File: config.mk
export PLATFORM = sky130hd
export DESIGN_NAME = pwm_encoder
export DESIGN_NICKNAME = d
export VERILOG_FILES = /design/src/rtl/pwm_encoder_pkg.sv /design/src/rtl/pwm_prescaler.sv /design/src/rtl/pwm_encoder.sv
export SDC_FILE = /design/constraint.sdc
export NUM_CORES = 1
export LEC_CHECK = 0
export ABC_AREA = 1
export BUFFER_PORTS_ARGS = -buffer_cell sky130_fd_sc_hd__buf_2
export CORE_ASPECT_RATIO = 0.7
export CORE_MARGIN = 3
export CORE_UTILIZATION = 54
export CTS_BUF_LIST = sky130_fd_sc_hd__clkbuf_4
export CTS_CLUSTER_SIZE = 16
export DETAILED_ROUTE_END_ITERATION = 16
export PLACE_DENSITY = 0.78
export SLEW_MARGIN = 10
export SYNTH_ARGS = -nofsm -noshare
export SYNTH_HDL_FRONTEND = slang
export SYNTH_SLANG_ARGS = --single-unit
export TNS_END_PERCENT = 100
File: constraint.sdc
create_clock -name clk -period 1.6 [get_ports clk]
set_clock_uncertainty 0.15 [all_clocks]
set_input_delay 0.08 -clock clk [delete_from_list [all_inputs] [get_ports clk]]
set_output_delay 0.08 -clock clk [all_outputs]
set_load 0.005 [all_outputs]
File: src/rtl/pwm_encoder_pkg.sv
// Shared PWM definitions: FSM encoding and default timing, also used by the ramp generator.
package pwm_encoder_pkg;

  typedef enum logic [1:0] {
    ST_IDLE = 2'd0,
    ST_RUN  = 2'd1,
    ST_STOP = 2'd2
  } pwm_state_e;

  // ~1 kHz period at 50 MHz with 256 slots
  localparam int unsigned PWM_PRESCALE_DEF = 195;
  localparam int unsigned PWM_WIDTH_DEF    = 8;

endpackage

File: src/rtl/pwm_prescaler.sv
// Slot-rate prescaler: counts 0..PRESCALE-1 while running, tick on the last count.
module pwm_prescaler #(
  parameter int unsigned PRESCALE = 195
) (
  input  logic clk,
  input  logic rst,
  input  logic run,
  output logic tick
);

  localparam int unsigned CW = (PRESCALE > 1) ? $clog2(PRESCALE) : 1;
  localparam logic [CW-1:0] LAST = CW'(PRESCALE - 1);

  logic [CW-1:0] presc_q, presc_d;

  // With PRESCALE=1 the counter is stuck at 0 == LAST, so tick follows run.
  always_comb begin
    presc_d = presc_q;
    if (!run) begin
      presc_d = '0;
    end else if (presc_q == LAST) begin
      presc_d = '0;
    end else begin
      presc_d = presc_q + 1'b1;
    end
  end

  assign tick = run && (presc_q == LAST);

  always_ff @(posedge clk or posedge rst) begin
    if (rst) begin
      presc_q <= '0;
    end else begin
      presc_q <= presc_d;
    end
  end

endmodule

File: src/rtl/pwm_encoder.sv
// PWM encoder: double-buffered duty accepted via valid/ready, applied at period
// boundaries, driving a registered glitch-free PWM pin.
module pwm_encoder
  import pwm_encoder_pkg::*;
#(
  parameter int unsigned PRESCALE = PWM_PRESCALE_DEF,
  parameter int unsigned WIDTH    = PWM_WIDTH_DEF
) (
  input  logic             clk,
  input  logic             rst,
  input  logic             enable,
  input  logic [WIDTH-1:0] duty_in,
  input  logic             duty_valid,
  output logic             duty_ready,
  output logic             pwm_out,
  output logic             period_start,
  output logic [WIDTH-1:0] duty_active
);

  pwm_state_e       state_q, state_d;
  logic [WIDTH-1:0] slot_q, slot_d;
  logic [WIDTH-1:0] duty_active_q, duty_active_d;
  logic [WIDTH-1:0] pend_duty_q, pend_duty_d;
  logic             pend_flag_q, pend_flag_d;
  logic             pwm_out_q, pwm_out_d;
  logic             period_start_q, period_start_d;

  logic run, tick, boundary, start_run, xfer, apply;

  assign run       = (state_q != ST_IDLE);
  assign boundary  = tick && (slot_q == {WIDTH{1'b1}});
  assign start_run = (state_q == ST_IDLE) && enable;
  assign xfer      = duty_valid && !pend_flag_q;
  assign apply     = boundary || start_run;

  pwm_prescaler #(
    .PRESCALE (PRESCALE)
  ) u_prescaler (
    .clk  (clk),
    .rst  (rst),
    .run  (run),
    .tick (tick)
  );

  always_comb begin
    state_d = state_q;
    unique case (state_q)
      ST_IDLE: if (enable) state_d = ST_RUN;
      ST_RUN:  if (!enable) state_d = ST_STOP;
      // Re-enable wins over the boundary so a late re-enable never drops a period.
      ST_STOP: begin
        if (enable) begin
          state_d = ST_RUN;
        end else if (boundary) begin
          state_d = ST_IDLE;
        end
      end
      default: state_d = ST_IDLE;
    endcase
  end

  always_comb begin
    slot_d = slot_q;
    if (!run) begin
      slot_d = '0;
    end else if (tick) begin
      slot_d = slot_q + 1'b1;
    end
  end

  // A transfer needs pend_flag_q=0 and an apply needs pend_flag_q=1, so they never
  // collide: a value accepted on a boundary waits for the following boundary.
  always_comb begin
    duty_active_d = duty_active_q;
    pend_duty_d   = pend_duty_q;
    pend_flag_d   = pend_flag_q;
    if (apply && pend_flag_q) begin
      duty_active_d = pend_duty_q;
      pend_flag_d   = 1'b0;
    end
    if (xfer) begin
      pend_duty_d = duty_in;
      pend_flag_d = 1'b1;
    end
  end

  assign pwm_out_d      = run && (slot_q < duty_active_q);
  assign period_start_d = start_run || (boundary && ((state_q == ST_RUN) || enable));

  always_ff @(posedge clk or posedge rst) begin
    if (rst) begin
      state_q        <= ST_IDLE;
      slot_q         <= '0;
      duty_active_q  <= '0;
      pend_duty_q    <= '0;
      pend_flag_q    <= 1'b0;
      pwm_out_q      <= 1'b0;
      period_start_q <= 1'b0;
    end else begin
      state_q        <= state_d;
      slot_q         <= slot_d;
      duty_active_q  <= duty_active_d;
      pend_duty_q    <= pend_duty_d;
      pend_flag_q    <= pend_flag_d;
      pwm_out_q      <= pwm_out_d;
      period_start_q <= period_start_d;
    end
  end

  assign duty_ready   = !pend_flag_q;
  assign pwm_out      = pwm_out_q;
  assign period_start = period_start_q;
  assign duty_active  = duty_active_q;

endmodule

==> impl_metrics.env, run 1 <==
export IMPL_outcome="finished clean"
export IMPL_crit_slowest_cell="dfrtp_1"
export IMPL_holdWs_ns=0.240
export IMPL_switching_share=0.326
export IMPL_timing_rr_start="slot_q[1]"
export IMPL_final_core_util=0.741
export IMPL_async_reset_ff_frac=1.00
export IMPL_die_y_um=55.2
export IMPL_finalCritPeriodShare=0.979
export IMPL_final_nets=283
export IMPL_tns_ns=0
export IMPL_clk_pin_slew_ns=0.12
export IMPL_drive_gt1_frac=0.286
export IMPL_place_ws_ns=-0.00901
export IMPL_crit_type="reg -> reg"
export IMPL_yosys_area_top_type="dfrtp_1"
export IMPL_wl_um=4200
export IMPL_avgRoutedWirePerCell_um=13.6
export IMPL_cts_buffer_depth=2
export IMPL_yosysWarnings=0
export IMPL_relSlewSlack=0.692
export IMPL_synth_commonest_cells="45 x nand2_1, 37 x dfrtp_1, 29 x inv_1"
export IMPL_grt_ovfl_total=0
export IMPL_power_mw=2.80
export IMPL_synth_top_area_share=0.496
export IMPL_hold_viol=0
export IMPL_min_period_ns=1.57
export IMPL_portBuffers=22
export IMPL_dp_cells=285
export IMPL_vias=1583
export IMPL_syn2layout_area_growth_pct=28.3
export IMPL_vias_per_cell=5.12
export IMPL_endpoint_kind="flop"
export IMPL_critPathLaunchType="flop"
export IMPL_synth_most_common_cell="nand2_1"
export IMPL_gp_congestion=0.806
export IMPL_ir_drop_v=0.00101
export IMPL_drv_slew=0
export IMPL_place_hpwl_um=2650
export IMPL_netSwitchingPower_mw=0.914
export IMPL_insertion_delay_ns=0.34
export IMPL_root_buffer="clkbuf_4"
export IMPL_die_x_um=76.3
export IMPL_finalSetupViolCount=0
export IMPL_critical_path_arrival_ns=1.66
export IMPL_p_per_area_mw_per_mm2=1170
export IMPL_ys_top_cells_by_area="dfrtp_1 50%, nand2_1 9.0%, ha_1 6.7%, inv_1 5.8%, mux2_2 4.8%"
export IMPL_syn_avg_cell_area_um2=8.94
export IMPL_pin_count=23
export IMPL_synth_edf_count=0
export IMPL_p_leak_nw=1.21
export IMPL_cts_made_buffers=5
export IMPL_crit_start="slot_q[1]"
export IMPL_critPathTopFamily="flip-flops"
export IMPL_p_int_mw=1.89
export IMPL_ys_ff_latch=37
export IMPL_initial_utilization=0.578
export IMPL_critical_path_depth=6
export IMPL_cp_max_fo=3
export IMPL_grt_pass1_wl_um=7000
export IMPL_crit_required_ns=1.70
export IMPL_multiInputGateArea_um2=878
export IMPL_placed_cell_area_mm2=0.00209
export IMPL_clock_sinks=37
export IMPL_hold_class="in -> async"
export IMPL_clkPwrFrac=0.228
export IMPL_grt_max_degree=38
export IMPL_worst_slack_ns=0.0331
export IMPL_antenna_left=0
export IMPL_seq_area_um2=926
export IMPL_drt_first_pass_iters=4
export IMPL_ys_seq_area_frac=0.496
export IMPL_die_area_mm2=0.00421
export IMPL_netlist_instances=209
export IMPL_num_antenna_cells=0
export IMPL_synth_cell_type_count=25
export IMPL_nFillCells=219
export IMPL_netlist_area_mm2=0.00187
export IMPL_max_freq_mhz=638
export IMPL_crit_buf_inv=1
export IMPL_core_mm2=0.00323
export IMPL_rows=17
export IMPL_seqPwrFrac=0.477
export IMPL_ys_flop_type="dfrtp_1"
export IMPL_tritoncts="yes"
export IMPL_worst_pin_slew_ns=0.462
export IMPL_cpPeakStageDelay_ns=0.39
export IMPL_detail_route_drc_violations=0
export IMPL_rr_worst_depth=6
export IMPL_crit_chain="ha_2 > nand3_1 > nor2_2 > nand3_4 > buf_4 > a22oi_1"
export IMPL_grt_usage=0.210
export IMPL_synthesis_nets=231
export IMPL_final_cell_count_no_fill=309
export IMPL_antenna_found_initial=0
export IMPL_maxCapViolations=0
export IMPL_comb_power_share=0.295
export IMPL_h_tree_depth=2
export IMPL_drtIter0Drc=154
export IMPL_grt_setup_unrepaired="yes"
export IMPL_stdcell_area_mm2=0.00240
export IMPL_grt_pass1_vias=1494
## logic make-up after synthesis
| kind of cell | after synthesis | synth area share |
|---|---|---|
| AO/OA/AOI/OAI | 25 | 0.0730 |
| XOR/XNOR | 1 | 0.00469 |
| adder cells (fa/ha/maj) | 10 | 0.0670 |
| buffers and inverters | 33 | 0.0710 |
| flip-flops | 37 | 0.496 |
| multiplexers | 8 | 0.0482 |
| AND/OR/NAND/NOR | 95 | 0.240 |
## what timing repair did
| action | CTS | global route |
|---|---|---|
| resized for setup | 2 | 15 |
| endpoints found under the hold margin | 49 | 0 |
| setup endpoints to repair | 8 | 14 |
| pin swaps | 1 | 7 |
| hold buffers | 11 | 0 |
| setup buffers | 0 | 4 |
| gates cloned | 1 | 0 |
## registers in the layout, summed over array words and instances, names as in the netlist
signal	flops
state_q	2
pend_duty_q	8
slot_q	8
u_prescaler.presc_q	8
pwm_out	1
pend_flag_q	1
period_start	1
duty_active	8
## area by class of cell
type / instances / area share
multi-input combinational: 140 / 0.367
sequential: 37 / 0.386
clock buffer: 5 / 0.0157
tap: 47 / 0.0245
inverter: 31 / 0.0486
timing repair buffer: 46 / 0.141
clock inverter: 3 / 0.0172
## cell usage in the layout, fill, tap and decap left out, types with 2 or more instances in the layout
cell / n
o21a_1: 3
a21oi_1: 12
buf_4: 10
nor3_1: 2
nor2_2: 2
buf_2: 22
nor2_1: 16
clkbuf_4: 5
inv_2: 3
o21ai_1: 3
nand2_8: 2
o21ai_0: 5
buf_6: 2
dfrtp_1: 37
nand3_1: 17
nand2_2: 11
nand2_1: 39
mux2_2: 8
nor2_4: 2
ha_1: 8
nand4_1: 2
dlygate4sd3_1: 11
inv_1: 28
## path summary, 6_finish.rpt
path / end / slack, ns
min reg2reg: state_q[0] / 0.31
max in group asynchronous: u_prescaler.presc_q[6] / 0.73
max: period_start / 0.03
min in group clk: state_q[0] / 0.31
max reg2reg: period_start / 0.03
min: slot_q[1] / 0.24
## metal layers
metal	global-route usage	up-vias	share of wire
met5	0	-	0
met4	0.0853	0	0.011
met3	0.0505	6	0.069
met2	0.309	46	0.45
met1	0.299	755	0.47
li1	-	776	-
## worst register-to-register path: stages (launching register included)
cell     delay (ns)
dfrtp_1        0.39
ha_2           0.21
nand3_1        0.10
nor2_2         0.16
nand3_4        0.13
buf_4          0.17
a22oi_1        0.16
## power by group through the flow
stage / clock (mW) / sequential (mW) / combinational, mW
after floorplan: 0 / 1.31 / 0.464
after global routing: 0.700 / 1.37 / 0.941
final: 0.638 / 1.34 / 0.827
after CTS: 0.650 / 1.32 / 0.758
after global placement: 0 / 1.34 / 0.698
after detailed placement: 0 / 1.34 / 0.730
No activity file was read; power rests on OpenSTA's default activity.
==> run 2, diff against run 1 <==
- CAP_MARGIN: unset -> 20
- CORE_UTILIZATION: 54 -> 64
- PLACE_DENSITY: 0.78 -> 0.87
- SLEW_MARGIN: 10 -> unset
- clock period: 1.6 -> 2 ns (I/O delays scaled with it)
==> run 2 against run 1 <==
Register-to-register slack gained 0.24 ns; cell area shrank 9.1%; critical path depth grew 3; highest routed layer unchanged; utilization grew 9.4 points; worst setup slack gained 0.24 ns; first-iteration DRC count shrank 31%; total power shrank 27%; global-route usage grew 6.0 points; non-clock buffer count shrank 11; clock-buffer cell count grew 1; via count shrank 2.8%; critical path type unchanged.
==> impl_metrics.env, run 2 (synthesized netlist as in run 1, its figures left out) <==
export IMPL_outcome="finished clean"
export IMPL_min_period_ns=1.73
export IMPL_max_freq_mhz=579
export IMPL_h_tree_depth=2
export IMPL_gp_congestion=0.826
export IMPL_cp_max_fo=10
export IMPL_num_antenna_cells=0
export IMPL_cts_made_buffers=5
export IMPL_tns_ns=0
export IMPL_die_x_um=70.6
export IMPL_antenna_found_initial=0
export IMPL_critPathLaunchType="flop"
export IMPL_grt_max_degree=38
export IMPL_pin_count=23
export IMPL_p_per_area_mw_per_mm2=938
export IMPL_drv_slew=0
export IMPL_grt_pass1_vias=1568
export IMPL_drt_first_pass_iters=5
export IMPL_grt_pass1_wl_um=7230
export IMPL_relSlewSlack=0.690
export IMPL_detail_route_drc_violations=0
export IMPL_drtIter0Drc=106
export IMPL_grt_usage=0.270
export IMPL_syn2layout_area_growth_pct=16.6
export IMPL_rows=15
export IMPL_final_common_cell="nand2_1"
export IMPL_crit_path_end="duty_active[2]"
export IMPL_die_y_um=51.2
export IMPL_maxCapViolations=0
export IMPL_hold_viol=0
export IMPL_final_core_util=0.835
export IMPL_r2r_slack_ns=0.27
export IMPL_drive_gt1_frac=0.209
export IMPL_p_leak_nw=1.14
export IMPL_vias=1539
export IMPL_r2r_end="duty_active[2]"
export IMPL_crit_type="reg -> reg"
export IMPL_cts_buffer_depth=2
export IMPL_rr_worst_depth=9
export IMPL_root_buffer="clkbuf_4"
export IMPL_clk_pin_slew_ns=0.10
export IMPL_insertion_delay_ns=0.34
export IMPL_layout_common_cells="45 x nand2_1, 37 x dfrtp_1, 29 x inv_1, 22 x buf_2"
export IMPL_wl_um=4280
export IMPL_core_mm2=0.00261
export IMPL_crit_start="u_prescaler.presc_q[0]"
export IMPL_portBuffers=22
export IMPL_antenna_left=0
export IMPL_grt_setup_unrepaired="no"
export IMPL_finalSetupViolCount=0
export IMPL_die_area_mm2=0.00361
export IMPL_hold_class="in -> async"
export IMPL_crit_required_ns=2.09
export IMPL_cts_resized=0
export IMPL_place_hpwl_um=2920
export IMPL_clock_sinks=37
export IMPL_critical_path_arrival_ns=1.81
export IMPL_grt_ovfl_total=0
export IMPL_avgRoutedWirePerCell_um=15.1
export IMPL_vias_per_cell=5.44
export IMPL_timing_rr_start="u_prescaler.presc_q[0]"
export IMPL_initial_utilization=0.716
export IMPL_final_nets=271
export IMPL_endpoint_kind="flop"
export IMPL_tritoncts="yes"
export IMPL_finalCritPeriodShare=0.863
export IMPL_worst_pin_slew_ns=0.465
export IMPL_ir_drop_v=0.000849
==> run 2: cell count changes in the layout (fill, tap and decap cells not counted), moves of 2 or more <==
cell,delta
buf_4,-8
nand2_1,+6
nand2_2,-6
buf_6,-2
ha_1,+2
nand2_8,-2
==> run 2: worst max-delay path, stage by stage (launching register included) <==
cell and delay, ns:
dfrtp_1 0.42, inv_1 0.08, ha_1 0.15, nand2_1 0.08, nor2_4 0.16, nand3_2 0.14, nand2_4 0.16, nand2_4 0.10
nand2_1 0.10, nand2_1 0.07
==> run 2: how the worst min path moves through the flow <==
stage | startpoint | to | slack, ns | cells past startpoint
floorplan | enable | state_q[1] | 0.01 | 1
global placement | rst | pend_duty_q[3] | 0.06 | 3
detailed placement | rst | pend_duty_q[1] | 0.08 | 3
CTS | rst | pend_duty_q[1] | 0.26 | 4
global route | enable | state_q[1] | 0.32 | 3
finish | rst | period_start | 0.31 | 4
==> run 2: through the flow <==
stage | instances | total power, mW | worst slack, ns | hold slack, ns | cell area [µm²]
6_report | 283 | 2.04 | 0.274 | 0.310 | 2180
5_1_grt | 283 | 2.18 | 0.163 | 0.318 | 2180
4_1_cts | 283 | 2.02 | 0.322 | 0.257 | 2180
3_5_place_dp | 265 | 1.64 | 0.340 | 0.0769 | 2020
3_3_place_gp | 265 | 1.59 | 0.436 | 0.0644 | 2020
2_1_floorplan | 209 | 1.42 | 0.503 | 0.0131 | 1870
==> run 2: what timing repair did <==
action	CTS	global route
hold buffers	11	0
setup buffers	0	0
hold endpoints to repair	49	0
==> run 2: layout make-up <==
class	count	area [µm²]
Inverter	31	116
Timing Repair Buffer	35	235
Multi-Input combinational cell	139	810
Clock buffer	6	45.0
Clock inverter	1	3.75
Fill cell	160	430
Tap cell	34	42.5
Sequential cell	37	926
==> run 2: layer usage <==
layer,vias up,GRT usage,wire (µm)
met5,-,0,0
li1,748,-,-
met2,45,0.478,2210
met1,737,0.305,1760
met4,0,0.122,63
met3,9,0.0806,240
==> run 2: power breakdown <==
part | leakage, nW | total (mW) | switching (mW) | internal (mW)
Clock | 0.0292 | 0.376 | 0.235 | 0.141
Combinational | 0.633 | 0.572 | 0.305 | 0.267
Sequential | 0.474 | 1.10 | 0.161 | 0.935
